### src/rtl/load_store_unit_if.sv
// Execute-to-writeback bus of the load/store stage: upstream handshake, data-memory port
// and registered result. The LSU takes the slave side; its environment takes the master side.
interface load_store_unit_if #(
  parameter int AW  = 4,
  parameter int DW  = 8,
  parameter int RW_ = 3
);
  logic           in_valid;
  logic           in_ready;
  logic [1:0]     in_op;
  logic [AW-1:0]  in_addr;
  logic [DW-1:0]  in_data;
  logic [RW_-1:0] in_rd;

  logic           mem_rw;
  logic [AW-1:0]  mem_address;
  logic [DW-1:0]  mem_data_in;
  logic [DW-1:0]  mem_data_out;

  logic           out_valid;
  logic           out_ready;
  logic [DW-1:0]  out_data;
  logic [RW_-1:0] out_rd;
  logic           out_we;

  modport slave (
    input  in_valid, in_op, in_addr, in_data, in_rd, mem_data_out, out_ready,
    output in_ready, mem_rw, mem_address, mem_data_in, out_valid, out_data, out_rd, out_we
  );

  modport master (
    output in_valid, in_op, in_addr, in_data, in_rd, mem_data_out, out_ready,
    input  in_ready, mem_rw, mem_address, mem_data_in, out_valid, out_data, out_rd, out_we
  );
endinterface

### src/rtl/load_store_unit.sv
// Memory-access stage: ALU pass-through, one-cycle store, or registered-memory load, one
// transaction in flight. Define LSU_PERF_CNT_EN to add the ld_count/st_count counters.
module load_store_unit #(
  parameter int AW  = 4,
  parameter int DW  = 8,
  parameter int RW_ = 3
) (
  input  logic                clk,
  input  logic                clr_n,
  load_store_unit_if.slave    bus
`ifdef LSU_PERF_CNT_EN
  ,
  output logic [15:0]         ld_count,
  output logic [15:0]         st_count
`endif
);

  typedef enum logic [1:0] {OP_PASS = 2'b00, OP_LOAD = 2'b01, OP_STORE = 2'b10, OP_NOP = 2'b11} op_t;
  typedef enum logic [1:0] {IDLE, ISSUE, CAPTURE} state_t;

  state_t         state, state_nxt;
  op_t            in_op;
  op_t            req_op;
  logic [RW_-1:0] req_rd;
  logic [AW-1:0]  mem_addr_q;
  logic [DW-1:0]  mem_wdata_q;

  logic           out_valid_q, out_we_q;
  logic [DW-1:0]  out_data_q;
  logic [RW_-1:0] out_rd_q;

  logic           in_ready_c, accept, mem_rw_c, issue_store, issue_load;
  logic           out_load, out_we_nxt;
  logic [DW-1:0]  out_data_nxt;
  logic [RW_-1:0] out_rd_nxt;

  assign in_op  = op_t'(bus.in_op);
  assign accept = bus.in_valid && in_ready_c;

  // NOTE: sequential state uses non-blocking assignment so every flop samples pre-edge values.
  always_ff @(posedge clk) begin
    if (!clr_n) state <= IDLE;
    else        state <= state_nxt;
  end

  // NOTE: defaults first so no path through the case leaves state_nxt unassigned (no latch).
  always_comb begin
    state_nxt = state;
    case (state)
      IDLE:    if (accept && (in_op == OP_LOAD || in_op == OP_STORE)) state_nxt = ISSUE;
      ISSUE:   state_nxt = (req_op == OP_LOAD) ? CAPTURE : IDLE;
      CAPTURE: state_nxt = IDLE;
      default: state_nxt = IDLE;
    endcase
  end

  always_comb begin
    in_ready_c   = clr_n && (state == IDLE) && (!out_valid_q || bus.out_ready);
    issue_store  = (state == ISSUE) && (req_op == OP_STORE);
    issue_load   = (state == ISSUE) && (req_op == OP_LOAD);
    mem_rw_c     = clr_n && issue_store;
    out_load     = 1'b0;
    out_data_nxt = out_data_q;
    out_rd_nxt   = out_rd_q;
    out_we_nxt   = out_we_q;
    case (state)
      IDLE: begin
        if (accept && in_op == OP_PASS) begin
          out_load     = 1'b1;
          out_data_nxt = bus.in_data;
          out_rd_nxt   = bus.in_rd;
          out_we_nxt   = 1'b1;
        end else if (accept && in_op == OP_NOP) begin
          out_load     = 1'b1;
          out_data_nxt = '0;
          out_rd_nxt   = bus.in_rd;
          out_we_nxt   = 1'b0;
        end
      end
      ISSUE: begin
        if (issue_store) begin
          out_load     = 1'b1;
          out_data_nxt = mem_wdata_q;
          out_rd_nxt   = req_rd;
          out_we_nxt   = 1'b0;
        end
      end
      CAPTURE: begin
        out_load     = 1'b1;
        out_data_nxt = bus.mem_data_out;
        out_rd_nxt   = req_rd;
        out_we_nxt   = 1'b1;
      end
      default: ;
    endcase
  end

  // Memory address/data only move when a memory op is accepted, so they hold between accesses.
  always_ff @(posedge clk) begin
    if (!clr_n) begin
      req_op      <= OP_NOP;
      req_rd      <= '0;
      mem_addr_q  <= '0;
      mem_wdata_q <= '0;
      out_valid_q <= 1'b0;
      out_data_q  <= '0;
      out_rd_q    <= '0;
      out_we_q    <= 1'b0;
    end else begin
      if (accept) begin
        req_op <= in_op;
        req_rd <= bus.in_rd;
        if (in_op == OP_LOAD || in_op == OP_STORE) mem_addr_q  <= bus.in_addr;
        if (in_op == OP_STORE)                     mem_wdata_q <= bus.in_data;
      end
      if (out_load) begin
        out_valid_q <= 1'b1;
        out_data_q  <= out_data_nxt;
        out_rd_q    <= out_rd_nxt;
        out_we_q    <= out_we_nxt;
      end else if (out_valid_q && bus.out_ready) begin
        out_valid_q <= 1'b0;
      end
    end
  end

`ifdef LSU_PERF_CNT_EN
  always_ff @(posedge clk) begin
    if (!clr_n) begin
      ld_count <= '0;
      st_count <= '0;
    end else begin
      if (issue_load)  ld_count <= ld_count + 16'd1;
      if (issue_store) st_count <= st_count + 16'd1;
    end
  end
`endif

  assign bus.in_ready    = in_ready_c;
  assign bus.mem_rw      = mem_rw_c;
  assign bus.mem_address = mem_addr_q;
  assign bus.mem_data_in = mem_wdata_q;
  assign bus.out_valid   = out_valid_q;
  assign bus.out_data    = out_data_q;
  assign bus.out_rd      = out_rd_q;
  assign bus.out_we      = out_we_q;

endmodule
### src/flat_wrapper.sv
// flat-port wrapper written by rule: the top's interface ports become plain ports
module load_store_unit_flat 
#(
  parameter int AW  = 4,
  parameter int DW  = 8,
  parameter int RW_ = 3
)
  (clk, clr_n, bus_in_valid, bus_in_op, bus_in_addr, bus_in_data, bus_in_rd, bus_mem_data_out, bus_out_ready, bus_in_ready, bus_mem_rw, bus_mem_address, bus_mem_data_in, bus_out_valid, bus_out_data, bus_out_rd, bus_out_we);
  load_store_unit_if #(.AW(AW), .DW(DW), .RW_(RW_)) bus_i ();
  input  logic clk;
  input  logic clr_n;
  input wire logic [$bits(bus_i.in_valid)-1:0] bus_in_valid;
  input wire logic [$bits(bus_i.in_op)-1:0] bus_in_op;
  input wire logic [$bits(bus_i.in_addr)-1:0] bus_in_addr;
  input wire logic [$bits(bus_i.in_data)-1:0] bus_in_data;
  input wire logic [$bits(bus_i.in_rd)-1:0] bus_in_rd;
  input wire logic [$bits(bus_i.mem_data_out)-1:0] bus_mem_data_out;
  input wire logic [$bits(bus_i.out_ready)-1:0] bus_out_ready;
  output wire logic [$bits(bus_i.in_ready)-1:0] bus_in_ready;
  output wire logic [$bits(bus_i.mem_rw)-1:0] bus_mem_rw;
  output wire logic [$bits(bus_i.mem_address)-1:0] bus_mem_address;
  output wire logic [$bits(bus_i.mem_data_in)-1:0] bus_mem_data_in;
  output wire logic [$bits(bus_i.out_valid)-1:0] bus_out_valid;
  output wire logic [$bits(bus_i.out_data)-1:0] bus_out_data;
  output wire logic [$bits(bus_i.out_rd)-1:0] bus_out_rd;
  output wire logic [$bits(bus_i.out_we)-1:0] bus_out_we;
  assign bus_i.in_valid = bus_in_valid;
  assign bus_i.in_op = bus_in_op;
  assign bus_i.in_addr = bus_in_addr;
  assign bus_i.in_data = bus_in_data;
  assign bus_i.in_rd = bus_in_rd;
  assign bus_i.mem_data_out = bus_mem_data_out;
  assign bus_i.out_ready = bus_out_ready;
  assign bus_in_ready = bus_i.in_ready;
  assign bus_mem_rw = bus_i.mem_rw;
  assign bus_mem_address = bus_i.mem_address;
  assign bus_mem_data_in = bus_i.mem_data_in;
  assign bus_out_valid = bus_i.out_valid;
  assign bus_out_data = bus_i.out_data;
  assign bus_out_rd = bus_i.out_rd;
  assign bus_out_we = bus_i.out_we;
  load_store_unit #(.AW(AW), .DW(DW), .RW_(RW_)) u_core (.clk(clk), .clr_n(clr_n), .bus(bus_i));
endmodule
### config.mk
export PLATFORM = sky130hd
export DESIGN_NAME = load_store_unit_flat
export DESIGN_NICKNAME = d
export VERILOG_FILES = /design/src/rtl/load_store_unit_if.sv /design/src/rtl/load_store_unit.sv /design/src/flat_wrapper.sv
export SDC_FILE = /design/constraint.sdc
export NUM_CORES = 1
export LEC_CHECK = 0
export ABC_AREA = 1
export BUFFER_PORTS_ARGS = -buffer_cell sky130_fd_sc_hd__buf_2
export CAP_MARGIN = 10
export CORE_MARGIN = 8
export CORE_UTILIZATION = 49
export DETAILED_ROUTE_END_ITERATION = 6
export GPL_TIMING_DRIVEN = 1
export PLACE_DENSITY = 0.82
export SKIP_LAST_GASP = 1
export SYNTH_ARGS = -nofsm -noshare
export SYNTH_HDL_FRONTEND = slang
export SYNTH_SLANG_ARGS = --single-unit
### constraint.sdc
create_clock -name clk -period 2.1 [get_ports clk]
set_input_delay 0.21 -clock clk [delete_from_list [all_inputs] [get_ports clk]]
set_output_delay 0.21 -clock clk [all_outputs]
set_load 0.01 [all_outputs]
==> results.py <==
metrics = {
    "routing": {
        "drt-initial-drc-count": 144,
        "avgRoutedWirePerCell_um": 11.7,
        "topRoutingLayerUsed": "met4",
        "routed-wl-met3_um": 246,
        "detail_route.wirelength.met1_um": 1870,
        "routed_wirelength_um": 4000,
        "met2RoutedLength_um": 1800,
        "initial_drt_pass_iterations": 4,
        "drtAntennaViolNets": 0,
        "remaining_drc_errors": 0,
        "via_per_inst": 4.71,
        "vias": 1607,
    },
    "final_layout": {
        "layout.core_utilization": 0.610,
        "layout-drive-gt1-share": 0.247,
        "filler_cell_count": 310,
        "antenna_cells_inserted": 0,
        "nets": 332,
        "final_cells": 341,
        "areaGrowthSynthToFinish_pct": 22.0,
    },
    "clock_tree": {
        "cts_tree": "built",
        "tritoncts.num_buffers": 5,
        "h-tree-depth": 2,
        "postCtsResizedCells": 0,
        "max-clock-path-buffers": 2,
        "cts.clk_slew.worst_paths_ns": 0.10,
        "clock_latency_ns": 0.32,
        "numClockSinks": 32,
        "cts.repair_timing.setup_buffer_count": 0,
        "root_buffer_cell": "sky130_fd_sc_hd__clkbuf_4",
        "post_cts_hold_buffer_count": 0,
    },
    "power": {
        "power_density_over_the_cells_mw_per_mm2": 963,
        "power.leakage_nw": 1.07,
        "power.ir.vdd_worst_mv": 0.566,
    },
    "sta": {
        "fin_worst_hold_slack_ns": 0.101,
        "fmax_mhz": 536,
        "hold_viol_final": 0,
        "timing_worst_slew_pin_value_ns": 0.288,
        "maxSlewViolCount": 0,
        "final.period_utilization": 0.888,
        "final.setup_skew_ns": 0.00177,
        "maxSlewHeadroom": 0.808,
        "setup-violations-final": 0,
        "totalNegativeSetupSlack_ns": 0,
        "layout_min_cycle_time_ns": 1.87,
        "grt_setup_unrepaired": "no",
    },
    "placed_design": {
        "routabilityCongestion": 0.809,
        "placed_cells": 334,
        "numPortBuffers": 55,
        "place.detailed.hpwl_um": 3080,
    },
    "global_route": {
        "number_of_global_route_vias_before_repair": 1595,
        "antenna_violations_before_repair": 0,
        "grt_usage": 0.160,
        "grt_remaining_overflow": 0,
        "grt_pass1_wl_um": 6780,
        "grt_start_max_net_pins": 32,
    },
    "synthesis": {
        "synth-seq-cells": 32,
        "synth_cells": 237,
        "synth_warnings": 0,
        "synthesis.area_mm2": 0.00164,
        "synth_sequential_area_ratio": 0.390,
        "avg_synthesized_cell_area_um2": 6.93,
        "syn_nets": 274,
        "yosysUniqueCellTypes": 21,
    },
    "setup_path": {
        "crit_path_top_delay_cell": "sky130_fd_sc_hd__ha_1",
        "setup.worst_path.end_class": "flip-flop",
        "critPathMostFrequentCell": "sky130_fd_sc_hd__nand2_1",
        "worstSetupPathDepth": 10,
        "timing.critical_path.cells": "inv_1 -> ha_1 -> nand2_1 -> clkinv_1 -> a22oi_1 -> nand2_1 -> inv_1 -> nand2_1 -> nand2_1 -> nor2_1",
        "reg2regPathDepth": 10,
        "timing.critical_path.arrival_ns": 2.10,
        "critical_path.startpoint_type": "flip-flop",
        "critical_path_peak_fanout": 9,
        "max_stage_delay_ns": 0.41,
        "worst-setup-path-type": "flip-flop to flip-flop",
        "timing.critical_path.required_ns": 2.33,
        "timing.critical_path.buf_inv": 3,
        "critical-path-top-delay-family": "adder cells",
    },
    "hold_path": {
        "worst_min_delay_path_class": "primary input to flip-flop",
        "hold-path-cell-count": 3,
    },
    "run": {
        "timing.max_cap.violations": 0,
    },
    "floorplan": {
        "initial_utilization": 0.500,
        "fp.dieArea_mm2": 0.00546,
        "placeableCoreArea_mm2": 0.00328,
        "floorplan.die.width_um": 73.9,
        "placement_rows": 21,
        "y_dimension_of_the_die_um": 73.9,
        "pin_count": 56,
    },
    "status": {
        "outcome": "complete, no violations",
    },
}
## where the power goes
part           switching, mW  internal, mW  leakage, nW
clock network          0.205         0.122       0.0271
registers             0.0793         0.745        0.261
logic                  0.487         0.291        0.785
## cell usage in the layout (no fill, tap or decap)
cell type / n
sky130_fd_sc_hd__a21oi_1: 11
sky130_fd_sc_hd__a21oi_4: 1
sky130_fd_sc_hd__a22oi_1: 8
sky130_fd_sc_hd__buf_2: 55
sky130_fd_sc_hd__buf_4: 2
sky130_fd_sc_hd__clkbuf_4: 5
sky130_fd_sc_hd__clkinv_1: 1
sky130_fd_sc_hd__clkinv_2: 1
sky130_fd_sc_hd__clkinv_4: 1
sky130_fd_sc_hd__clkinvlp_4: 1
sky130_fd_sc_hd__dfxtp_1: 32
sky130_fd_sc_hd__ha_1: 8
sky130_fd_sc_hd__inv_1: 34
sky130_fd_sc_hd__nand2_1: 45
sky130_fd_sc_hd__nand2_2: 3
sky130_fd_sc_hd__nand2_4: 1
sky130_fd_sc_hd__nand3_1: 9
sky130_fd_sc_hd__nand4_2: 1
sky130_fd_sc_hd__nor2_1: 51
sky130_fd_sc_hd__nor2_2: 1
sky130_fd_sc_hd__nor2_8: 1
sky130_fd_sc_hd__nor3_1: 1
sky130_fd_sc_hd__o211ai_1: 1
sky130_fd_sc_hd__o21ai_0: 21
## cells in the mapped netlist, drive strengths merged
| cell type | count | share of area |
|---|---|---|
| nand3 | 9 | 0.027 |
| o21ai | 21 | 0.064 |
| inv | 34 | 0.078 |
| dfxtp | 32 | 0.39 |
| clkinv | 2 | 0.0076 |
| a22oi | 8 | 0.037 |
| nand2 | 49 | 0.12 |
| buf | 2 | 0.014 |
| nor2 | 53 | 0.13 |
| nand4 | 1 | 0.0076 |
| a21oi | 12 | 0.043 |
| nor3 | 1 | 0.0030 |
| ha | 8 | 0.061 |
| o211ai | 1 | 0.0046 |
| clkbuf | 4 | 0.0091 |
## logic make-up (layout without fill, tap and decap cells)
group                      after synthesis  count (layout)  share of synthesized area
and+or+nand+nor                        113             113                      0.292
buffers and inverters                   42             100                      0.108
AOI/OAI and AO/OA                       42              42                      0.149
adders and majority gates                8               8                     0.0610
DFF                                     32              32                      0.390
## worst min-delay path, stage by stage
cell,delay [ns]
sky130_fd_sc_hd__buf_2,0.07
sky130_fd_sc_hd__nor2_1,0.03
sky130_fd_sc_hd__nor2_1,0.08
## area by class of cell
| cell class | instances | area, um2 | area share |
|---|---|---|---|
| Multi-Input combinational cell | 163 | 823 | 0.411 |
| Sequential cell | 32 | 641 | 0.320 |
| Timing Repair Buffer | 57 | 290 | 0.145 |
| Inverter | 36 | 140 | 0.0700 |
| Tap cell | 46 | 57.6 | 0.0287 |
| Clock buffer | 5 | 37.5 | 0.0188 |
| Clock inverter | 2 | 12.5 | 0.00625 |
## stage by stage
step	instance area (um2)	power (mW)	worst slack (ns)
final	2000	1.93	0.235
after global routing	2000	2.12	0.0375
after CTS	2000	1.95	0.247
after detailed placement	1950	1.62	0.270
after global placement	1950	1.60	0.362
after floorplan	1640	1.39	0.460
## path summary, 6_finish.rpt
check	end	slack (ns)	start
worst min register to register	u_core.bus.out_data[2]	0.48	u_core.bus.out_data[2]
worst min-delay path	u_core.bus.mem_address[0]	0.10	bus_in_addr[0]
worst max register to register	u_core.bus.out_data[1]	0.23	u_core.state[0]
worst max-delay path	u_core.bus.out_data[1]	0.23	u_core.state[0]
## sequential cells by signal, indices dropped and copies added, names as in the netlist
name and flops:
u_core.req_op 2, u_core.state 2, u_core.bus.mem_address 4, u_core.bus.out_valid 1, u_core.req_rd 3, u_core.bus.out_rd 3, u_core.bus.out_we 1, u_core.bus.mem_data_in 8
u_core.bus.out_data 8
## layer usage
layer  GRT usage  vias up
li1            -      862
met4      0.0865        0
met3      0.0491        7
met5           0        -
met1       0.192      685
met2       0.248       53
Note: power is estimated with default switching activity, not from simulation.
